--- src/rtl/serial_add_sequencer_if.sv ---
// ----------------------------------------------------------------------------
// serial_add_sequencer_if
//   Operand/result bundle for the nibble-serial adder/subtractor.
//
//   Request side (master drives):
//     Start     level-sensitive operation request
//     Sub       0 = A+B, 1 = A-B
//     A, B      W-bit operands
//   Result side (slave drives):
//     Busy      high while nibbles are being processed
//     Done      high while Sum/C_out/Overflow hold a valid result
//     Sum       W-bit result
//     C_out     carry out of the MSB nibble (for Sub=1, 1 = no borrow)
//     Overflow  two's-complement signed overflow
//     state_dbg current FSM state (0 = IDLE, 1 = RUN, 2 = DONE)
//
//   Handshake: a request is accepted on a rising edge where Start=1 and the
//   sequencer is idle. The result is valid while Done=1 and is held there
//   until Start is seen low; a new request needs Start low, then high again.
// ----------------------------------------------------------------------------
interface serial_add_sequencer_if #(
    parameter int NIBBLES = 4
);
    localparam int W = 4 * NIBBLES;

    logic         Start;
    logic         Sub;
    logic [W-1:0] A;
    logic [W-1:0] B;
    logic         Busy;
    logic         Done;
    logic [W-1:0] Sum;
    logic         C_out;
    logic         Overflow;
    logic [1:0]   state_dbg;

    modport master (
        output Start, Sub, A, B,
        input  Busy, Done, Sum, C_out, Overflow, state_dbg
    );

    modport slave (
        input  Start, Sub, A, B,
        output Busy, Done, Sum, C_out, Overflow, state_dbg
    );
endinterface

--- src/rtl/serial_add_sequencer.sv ---
// ----------------------------------------------------------------------------
// serial_add_sequencer
//   Adds or subtracts two W-bit operands (W = 4*NIBBLES) using a single 4-bit
//   add slice, one nibble per clock, LSB nibble first.
//
//   Ports:
//     Clk    rising-edge clock
//     Reset  synchronous active-high reset
//     bus    serial_add_sequencer_if.slave (Start/Sub/A/B in,
//            Busy/Done/Sum/C_out/Overflow/state_dbg out)
//
//   Timing: the edge that accepts Start latches the operands, the next
//   NIBBLES edges process one nibble each, and the last of them moves to
//   DONE. Busy is therefore high for NIBBLES cycles, then Done rises.
// ----------------------------------------------------------------------------
module serial_add_sequencer #(
    parameter int NIBBLES = 4
) (
    input  logic                  Clk,
    input  logic                  Reset,
    serial_add_sequencer_if.slave bus
);
    localparam int W     = 4 * NIBBLES;
    localparam int IDX_W = (NIBBLES > 1) ? $clog2(NIBBLES) : 1;
    localparam logic [IDX_W-1:0] LAST_IDX = IDX_W'(NIBBLES - 1);

    typedef enum logic [1:0] {
        IDLE = 2'd0,
        RUN  = 2'd1,
        DONE = 2'd2
    } state_t;

    state_t           state;
    logic [W-1:0]     op_a;
    logic [W-1:0]     op_b;      // already inverted for subtraction
    logic             carry;
    logic [IDX_W-1:0] idx;
    logic [W-1:0]     sum_r;
    logic             c_out_r;
    logic             ovf_r;

    // The one shared 4-bit add slice, fed by the nibble selected by idx.
    logic [3:0] slice_a;
    logic [3:0] slice_b;
    logic [3:0] slice_sum;
    logic       slice_co;

    always_comb begin
        slice_a = op_a[{idx, 2'b00} +: 4];
        slice_b = op_b[{idx, 2'b00} +: 4];
        {slice_co, slice_sum} = {1'b0, slice_a} + {1'b0, slice_b} + {4'b0000, carry};
    end

    always_ff @(posedge Clk) begin
        if (Reset) begin
            state   <= IDLE;
            op_a    <= '0;
            op_b    <= '0;
            carry   <= 1'b0;
            idx     <= '0;
            sum_r   <= '0;
            c_out_r <= 1'b0;
            ovf_r   <= 1'b0;
        end else begin
            case (state)
                IDLE: begin
                    if (bus.Start) begin
                        // Subtraction is A + ~B + 1: invert B here and seed
                        // the carry with Sub.
                        op_a  <= bus.A;
                        op_b  <= bus.Sub ? ~bus.B : bus.B;
                        carry <= bus.Sub;
                        idx   <= '0;
                        state <= RUN;
                    end
                end
                RUN: begin
                    sum_r[{idx, 2'b00} +: 4] <= slice_sum;
                    carry <= slice_co;
                    if (idx == LAST_IDX) begin
                        idx     <= '0;
                        c_out_r <= slice_co;
                        // Same-sign operands whose result sign differs.
                        ovf_r   <= (op_a[W-1] == op_b[W-1]) &&
                                   (slice_sum[3] != op_a[W-1]);
                        state   <= DONE;
                    end else begin
                        idx <= idx + 1'b1;
                    end
                end
                DONE: begin
                    // Leaving DONE only on Start low keeps a held Start from
                    // relaunching.
                    if (!bus.Start) begin
                        state <= IDLE;
                    end
                end
                default: state <= IDLE;
            endcase
        end
    end

    assign bus.Busy      = (state == RUN);
    assign bus.Done      = (state == DONE);
    assign bus.Sum       = sum_r;
    assign bus.C_out     = c_out_r;
    assign bus.Overflow  = ovf_r;
    assign bus.state_dbg = state;
endmodule

--- src/flat_wrapper.sv ---
// flat-port wrapper written by rule: the top's interface ports become plain ports
module serial_add_sequencer_flat 
#(
    parameter int NIBBLES = 4
)
  (Clk, Reset, bus_Start, bus_Sub, bus_A, bus_B, bus_Busy, bus_Done, bus_Sum, bus_C_out, bus_Overflow, bus_state_dbg);
  serial_add_sequencer_if #(.NIBBLES(NIBBLES)) bus_i ();
  input  logic Clk;
  input  logic Reset;
  input wire logic [$bits(bus_i.Start)-1:0] bus_Start;
  input wire logic [$bits(bus_i.Sub)-1:0] bus_Sub;
  input wire logic [$bits(bus_i.A)-1:0] bus_A;
  input wire logic [$bits(bus_i.B)-1:0] bus_B;
  output wire logic [$bits(bus_i.Busy)-1:0] bus_Busy;
  output wire logic [$bits(bus_i.Done)-1:0] bus_Done;
  output wire logic [$bits(bus_i.Sum)-1:0] bus_Sum;
  output wire logic [$bits(bus_i.C_out)-1:0] bus_C_out;
  output wire logic [$bits(bus_i.Overflow)-1:0] bus_Overflow;
  output wire logic [$bits(bus_i.state_dbg)-1:0] bus_state_dbg;
  assign bus_i.Start = bus_Start;
  assign bus_i.Sub = bus_Sub;
  assign bus_i.A = bus_A;
  assign bus_i.B = bus_B;
  assign bus_Busy = bus_i.Busy;
  assign bus_Done = bus_i.Done;
  assign bus_Sum = bus_i.Sum;
  assign bus_C_out = bus_i.C_out;
  assign bus_Overflow = bus_i.Overflow;
  assign bus_state_dbg = bus_i.state_dbg;
  serial_add_sequencer #(.NIBBLES(NIBBLES)) u_core (.Clk(Clk), .Reset(Reset), .bus(bus_i));
endmodule
--- config.mk ---
export PLATFORM = sky130hd
export DESIGN_NAME = serial_add_sequencer_flat
export DESIGN_NICKNAME = d
export VERILOG_FILES = /design/src/rtl/serial_add_sequencer_if.sv /design/src/rtl/serial_add_sequencer.sv /design/src/flat_wrapper.sv
export SDC_FILE = /design/constraint.sdc
export NUM_CORES = 1
export LEC_CHECK = 0
export BUFFER_PORTS_ARGS = -buffer_cell sky130_fd_sc_hd__buf_2
export CAP_MARGIN = 20
export CORE_MARGIN = 4
export CORE_UTILIZATION = 25
export DETAILED_ROUTE_END_ITERATION = 10
export GPL_ROUTABILITY_DRIVEN = 1
export PLACE_DENSITY = 0.49
export SLEW_MARGIN = 20
export SYNTH_ARGS = -nofsm -noshare
export SYNTH_HDL_FRONTEND = slang
export SYNTH_SLANG_ARGS = --single-unit
export TNS_END_PERCENT = 5
--- constraint.sdc ---
create_clock -name Clk -period 2.7 [get_ports Clk]
set_input_delay 0.27 -clock Clk [delete_from_list [all_inputs] [get_ports Clk]]
set_output_delay 0.27 -clock Clk [all_outputs]
set_load 0.01 [all_outputs]
==> run metrics, run 1 <==
status=finished clean; Worst EP arrival=2.69 ns; Post-synth EDFFs=0; share of the synthesized area in the top cell type=0.431; metal2 WL=~2.8 mm; residual DRC count=0; Area after DPL=between 2000 and 3000 sq um; Power Dens Cells=approximately 560 nW/um^2; Vias/cell=about 4.5; postcts setup bufs=0; Highest Signal Layer=met4; min Tclk post-route=2.53 ns; Mapped Area=about 2600 sq um; most frequent cells after synthesis=dfxtp_1 (55), nand2_1 (39), nor2_1 (39); Register-to-Register Path Depth=7; crit start category=flop; Post-Place Cells=roughly 450; setup_tns=0 ns; crit path capture type=flop; met3 routed WL=between 300 and 400 um; Metal-1 WL=~3 mm; worst min-delay path category=in2reg; slew margin rel.=0.315; flops & latches, synth=55; clock-pin slew of the registers on the worst-case setup and hold paths=roughly 0.09 ns; syn_area_per_cell=9.57 sq um; Num Clock Sinks=between 50 and 60; Synth Flop Type=dfxtp_1; clk_lat worst skew=between 0.3 and 0.4 ns; Post-Syn Nets=roughly 310; area leader, netlist=dfxtp_1; core area=about 9900 sq um; Hold Crit Depth=3; number of fill cells=1073; design area=3070 sq um; post-route clock period utilization=0.936; Yosys Warn Count=0; die height=109 um; clock buffer count from CTS=5; maximum number of pins on one net before global-route repair=56; initial antenna violation count=0; drt first pass iters=6; Die ar.=~12000 sq um; Max clock buf depth=2; fin nets=around 370; gr usage total=0.108; Die X=between 100 and 150 um; required time worst endpoint=about 2.9 ns; proportion of layout cells with a drive suffix above 1=0.272; Initial Util=0.259; gr ovfl total=0; number of global-route vias before repair=slightly above 2000; Peak VDD IR=approximately 0.21 mV; CP Max Fanout=4; final setup violation count=0; FP Rows=36; post-DP HPWL=around 4.6 mm; Leak Pwr=about 1.3 nW; Synth Instances=267; Initial DRC Count=109; CTS H-tree depth=2; sequential share of the synthesized area=0.431; Worst-Margin Slew=roughly 1.0 ns; root buf cell=clkbuf_8; Cell variety after synth=37; Syn-to-layout area delta=20.3%; total vias in the final route=approximately 2000; IO Count=58; synth top area cells=dfxtp_1 (43%), mux4_2 (7.1%), nand2_1 (5.7%), nor2_1 (5.7%), xnor2_1 (5.5%); diode count=0; Slew Viols, Final=0; crit path kind=reg2reg; CTS tree=done; GPL Wtd Cong=between 0.8 and 0.9; endpoints failing hold=0; count leader, synth=dfxtp_1; fmax=396 MHz; max capacitance violation total=0; RSZ-0062 raised after global routing=no; Synth async-reset ratio=0; I/O Buffers=between 50 and 60; final std cells w/o fill=between 400 and 500; number of nets still failing antenna checks after routing=0; final wirelength=approximately 6.2 mm; average wire per standard cell=around 14 um; Layout Skew=slightly below 0.01 ns; first-pass GRT wire length=around 10 mm
where the power goes:
| group | total [mW] | leakage, nW | internal (mW) | switching, mW |
|---|---|---|---|---|
| logic | 0.299 | 0.748 | 0.131 | 0.168 |
| registers | 0.884 | 0.451 | 0.855 | 0.0292 |
| clock network | 0.538 | 0.0513 | 0.272 | 0.266 |
layer usage:
metal / track usage / vias to the layer above
li1: - / 1037
met1: 0.148 / 930
met2: 0.170 / 58
met3: 0.0219 / 8
met4: 0.0352 / 0
met5: 0 / -
sequential cells by signal, summed over array words and instances (netlist names):
name                  flops
u_core.bus.C_out          1
u_core.bus.Overflow       1
u_core.bus.Sum           16
u_core.bus.state_dbg      2
u_core.carry              1
u_core.idx                2
u_core.op_a              16
u_core.op_b              16
logic make-up after synthesis:
logic type	share of synthesized area
mux	0.0705
flops	0.431
buf+inv	0.0402
compound gates	0.168
fa+ha+maj	0.0597
simple gates	0.172
xor+xnor	0.0583
timing repair:
action	CTS	global route
resized for setup	0	2
setup endpoints to repair	0	1
hold buffers	0	0
cell usage in the layout (no fill, tap or decap), types with 2 or more instances in the layout:
master and instances:
nor4_4 2, a22oi_1 14, nand2_1 39, xnor2_1 16
nor2b_1 2, a211oi_1 17, inv_1 4, a21o_1 2
dfxtp_1 53, a21oi_1 18, clkbuf_8 5, fa_1 2
nand3_1 2, a32oi_1 4, ha_1 9, o21ai_0 2
nor2_1 39, mux4_2 8, buf_4 5, buf_2 57
path summary, 6_finish.rpt:
| check | startpoint | slack, ns | to |
|---|---|---|---|
| worst max-delay path | u_core.idx[0] | 0.17 | u_core.carry |
| worst min-delay path | bus_A[15] | 0.20 | u_core.op_a[15] |
| worst max register to register | u_core.idx[0] | 0.17 | u_core.carry |
| worst min register to register | u_core.op_a[12] | 0.47 | u_core.op_a[12] |
final cells by class:
type | count | area [sq um] | area share
flip-flops and latches | 55 | 1110 | 0.360
repair buffers | 62 | 323 | 0.105
clock buffers | 6 | 72.6 | 0.0236
well taps | 133 | 166 | 0.0541
multi-input cells | 191 | 1360 | 0.442
clock inverters | 1 | 30.0 | 0.00977
inverters | 5 | 18.8 | 0.00611
worst max-delay path: stages, from the launching register on:
cell	delay, ns
dfxtp_4	0.38
mux4_2	0.51
fa_1	0.45
fa_1	0.42
a21o_2	0.22
a21oi_1	0.17
o21ai_0	0.09
nor2b_1	0.13
per-stage QoR:
stage	util	worst slack (ns)	hold WS [ns]	power, mW
2_1_floorplan	-	0.00997	0.406	1.11
3_3_place_gp	0.301	0.181	0.444	1.21
3_5_place_dp	0.301	0.158	0.453	1.21
4_1_cts	0.311	0.125	0.187	1.75
5_1_grt	0.312	0.00908	0.192	1.82
6_report	0.312	0.172	0.197	1.72
Power figures use the tool's default switching activity.
==> inputs of run 2 (changes only) <==
- clock period: 2.7 -> 2.11 ns (I/O delays scaled with it)
==> run 2 against run 1 <==
The run now ends with setup timing left. Cell area is 4.9% higher. Clock power grew 15%. Maximum frequency is 7.4% higher. Total power is 27% higher. Final cell count grew 2.6%. Sequential power increased by 28%. Register-to-register slack worse by 0.42 ns. Die area stayed put. Critical path depth unchanged. Non-clock buffer count rose by 11. Critical path type unchanged. Critical endpoint is now u_core.bus.Overflow. Largest cell class unchanged. Highest routed layer unchanged.
==> run metrics, run 2 (synthesized netlist as in run 1, its figures left out) <==
setup_tns=-2.26 ns (was 0 ns); Power Dens Cells=679 nW/um^2 (was 560 nW/um^2); min Tclk post-route=2.36 ns (was 2.53 ns); gr usage total=0.107 (was 0.108); core area=9860 sq um (unchanged); crit path capture type=flop (unchanged); Layout Skew=0.00827 ns (was 0.00980 ns); commonest non-fill, non-tap cell in the layout=buf_2 (unchanged); clock-pin slew of the registers on the worst-case setup and hold paths=0.10 ns (was 0.09 ns); first-pass GRT wire length=10.0 mm (about the same); I/O Buffers=57 (unchanged); Peak VDD IR=0.314 mV (was 0.215 mV); number of global-route vias before repair=2019 (was 2032); failing checks=setup timing; GPL Wtd Cong=0.760 (was 0.805); Worst-Margin Slew=0.508 ns (was 1.03 ns); number of nets still failing antenna checks after routing=0 (unchanged); met3 Track Usage GR=0.0219 (unchanged); Num Clock Sinks=55 (unchanged); worst hold margin=0.143 ns (was 0.197 ns); max incr delay on CP=0.54 ns (was 0.51 ns); post-DP HPWL=4.75 mm (was 4.57 mm); # hold bufs at CTS=0 (unchanged); die height=109 um (unchanged); GR Layer Usage met1=0.148 (about the same); Die ar.=11900 sq um (unchanged); Global Route met2 Usage=0.172 (was 0.170); average wire per standard cell=13.3 um (was 13.6 um); FP Rows=36 (unchanged); crit start category=flop (unchanged); endpoints failing hold=0 (unchanged); initial antenna violation count=0 (unchanged); worst min-delay path category=in2reg (unchanged); Slew Viols, Final=0 (unchanged); delay-heaviest family, CP=compound AO/OA/AOI/OAI gates (was adder cells); residual DRC count=0 (unchanged); gr ovfl total=0 (unchanged); RSZ-0062 raised after global routing=yes (was no); CTS H-tree depth=2 (unchanged); Area after DPL=3080 sq um (was 2970 sq um); crit-path cells=buf_12 > mux4_2 > ha_4 > a211o_1 > a21o_4 > a21o_1 > a311oi_2 (was mux4_2 > fa_1 > fa_1 > a21o_2 > a21oi_1 > o21ai_0 > nor2b_1); setup ws final=-0.245 ns (was 0.172 ns); root buf cell=clkbuf_8 (unchanged); max capacitance violation total=0 (unchanged); clock buffer count from CTS=5 (unchanged); Leak Pwr=1.31 nW (was 1.25 nW); final wirelength=6.19 mm (was 6.16 mm); Die X=109 um (unchanged); final setup violation count=15 (was 0); Vias/cell=4.42 (was 4.49); design area=3220 sq um (was 3070 sq um); slew margin rel.=0.662 (was 0.315); status=finished, violations left (was finished clean); Initial DRC Count=46 (was 109); fin nets=378 (was 367); grt peak-use layer=met2 (unchanged); Crit-path slowest cell=mux4_2 (unchanged); fmax=425 MHz (was 396 MHz); diode count=0 (unchanged); required time worst endpoint=2.33 ns (was 2.86 ns); CTS tree=done (unchanged); proportion of layout cells with a drive suffix above 1=0.316 (was 0.272); Initial Util=0.259 (unchanged); total vias in the final route=2054 (was 2033); Max clock buf depth=2 (unchanged); post-route clock period utilization=1.12 (was 0.936); maximum number of pins on one net before global-route repair=45 (was 56); most frequent cells in the layout=buf_2 (57), dfxtp_1 (54), nor2_1 (39), nand2_1 (39) (was buf_2 (57), dfxtp_1 (53), nor2_1 (39), nand2_1 (39), a21oi_1 (18)); IO Count=58 (unchanged); clk_lat worst skew=0.30 ns (was 0.31 ns); Worst Path Buf+Inv=1 (was 0); crit path kind=reg2reg (unchanged); Worst EP arrival=2.58 ns (was 2.69 ns); drt first pass iters=4 (was 6); Syn-to-layout area delta=26.2% (was 20.3%); Setup WS pre-CTS=-0.296 ns (was 0.158 ns); CP Max Fanout=5 (was 4)
-- run 2: repair_timing --
item	4_1_cts	5_1_grt
setup buffers	3	0
gates resized for setup	3	0
setup endpoints to repair	15	15
pin swaps	11	0
-- run 2: power breakdown --
group | internal (mW) | total (mW) | switching, mW | leakage (nW)
Sequential | 1.09 | 1.13 | 0.0394 | 0.451
Combinational | 0.210 | 0.438 | 0.228 | 0.809
Clock | 0.270 | 0.618 | 0.348 | 0.0517
Total | 1.57 | 2.19 | 0.616 | 1.31
-- run 2: area by class of cell --
cell class | count | area, sq um
tap | 133 | 166
timing repair buffer | 73 | 443
inverter | 5 | 18.8
multi-input combinational | 191 | 1390
sequential | 55 | 1100
clock inverter | 2 | 15.0
fill | 1031 | 6640
clock buffer | 6 | 82.6
-- run 2: path summary, 6_finish.rpt --
path	end	slack, ns	cells after the start	from
worst max-delay path	u_core.bus.Overflow	-0.25	7	u_core.idx[0]
worst min-delay path	u_core.op_a[15]	0.14	3	bus_A[15]
worst max register to register	u_core.bus.Overflow	-0.25	7	u_core.idx[0]
worst min register to register	u_core.op_a[6]	0.46	2	u_core.op_a[6]
-- run 2: layer usage --
layer | up-vias | routed length (um)
met2 | 39 | 2820
met4 | 0 | 26
met3 | 2 | 279
met5 | - | 0
met1 | 943 | 3070
li1 | 1070 | -
-- run 2: worst reg2reg max path, delay by kind of cell, from the launching register on --
| family | cells | cell delay [ns] |
|---|---|---|
| AO/OA/AOI/OAI | 4 | 0.95 |
| buffers and inverters | 1 | 0.12 |
| adder cells (fa/ha/maj) | 1 | 0.26 |
| multiplexers | 1 | 0.54 |
| flip-flops | 1 | 0.40 |
-- run 2: through the flow --
stage | cells | util | total power, mW
2_1_floorplan | 267 | - | 1.42
3_3_place_gp | 454 | 0.312 | 1.57
3_5_place_dp | 454 | 0.312 | 1.57
4_1_cts | 465 | 0.327 | 2.22
5_1_grt | 465 | 0.327 | 2.31
6_report | 465 | 0.327 | 2.19
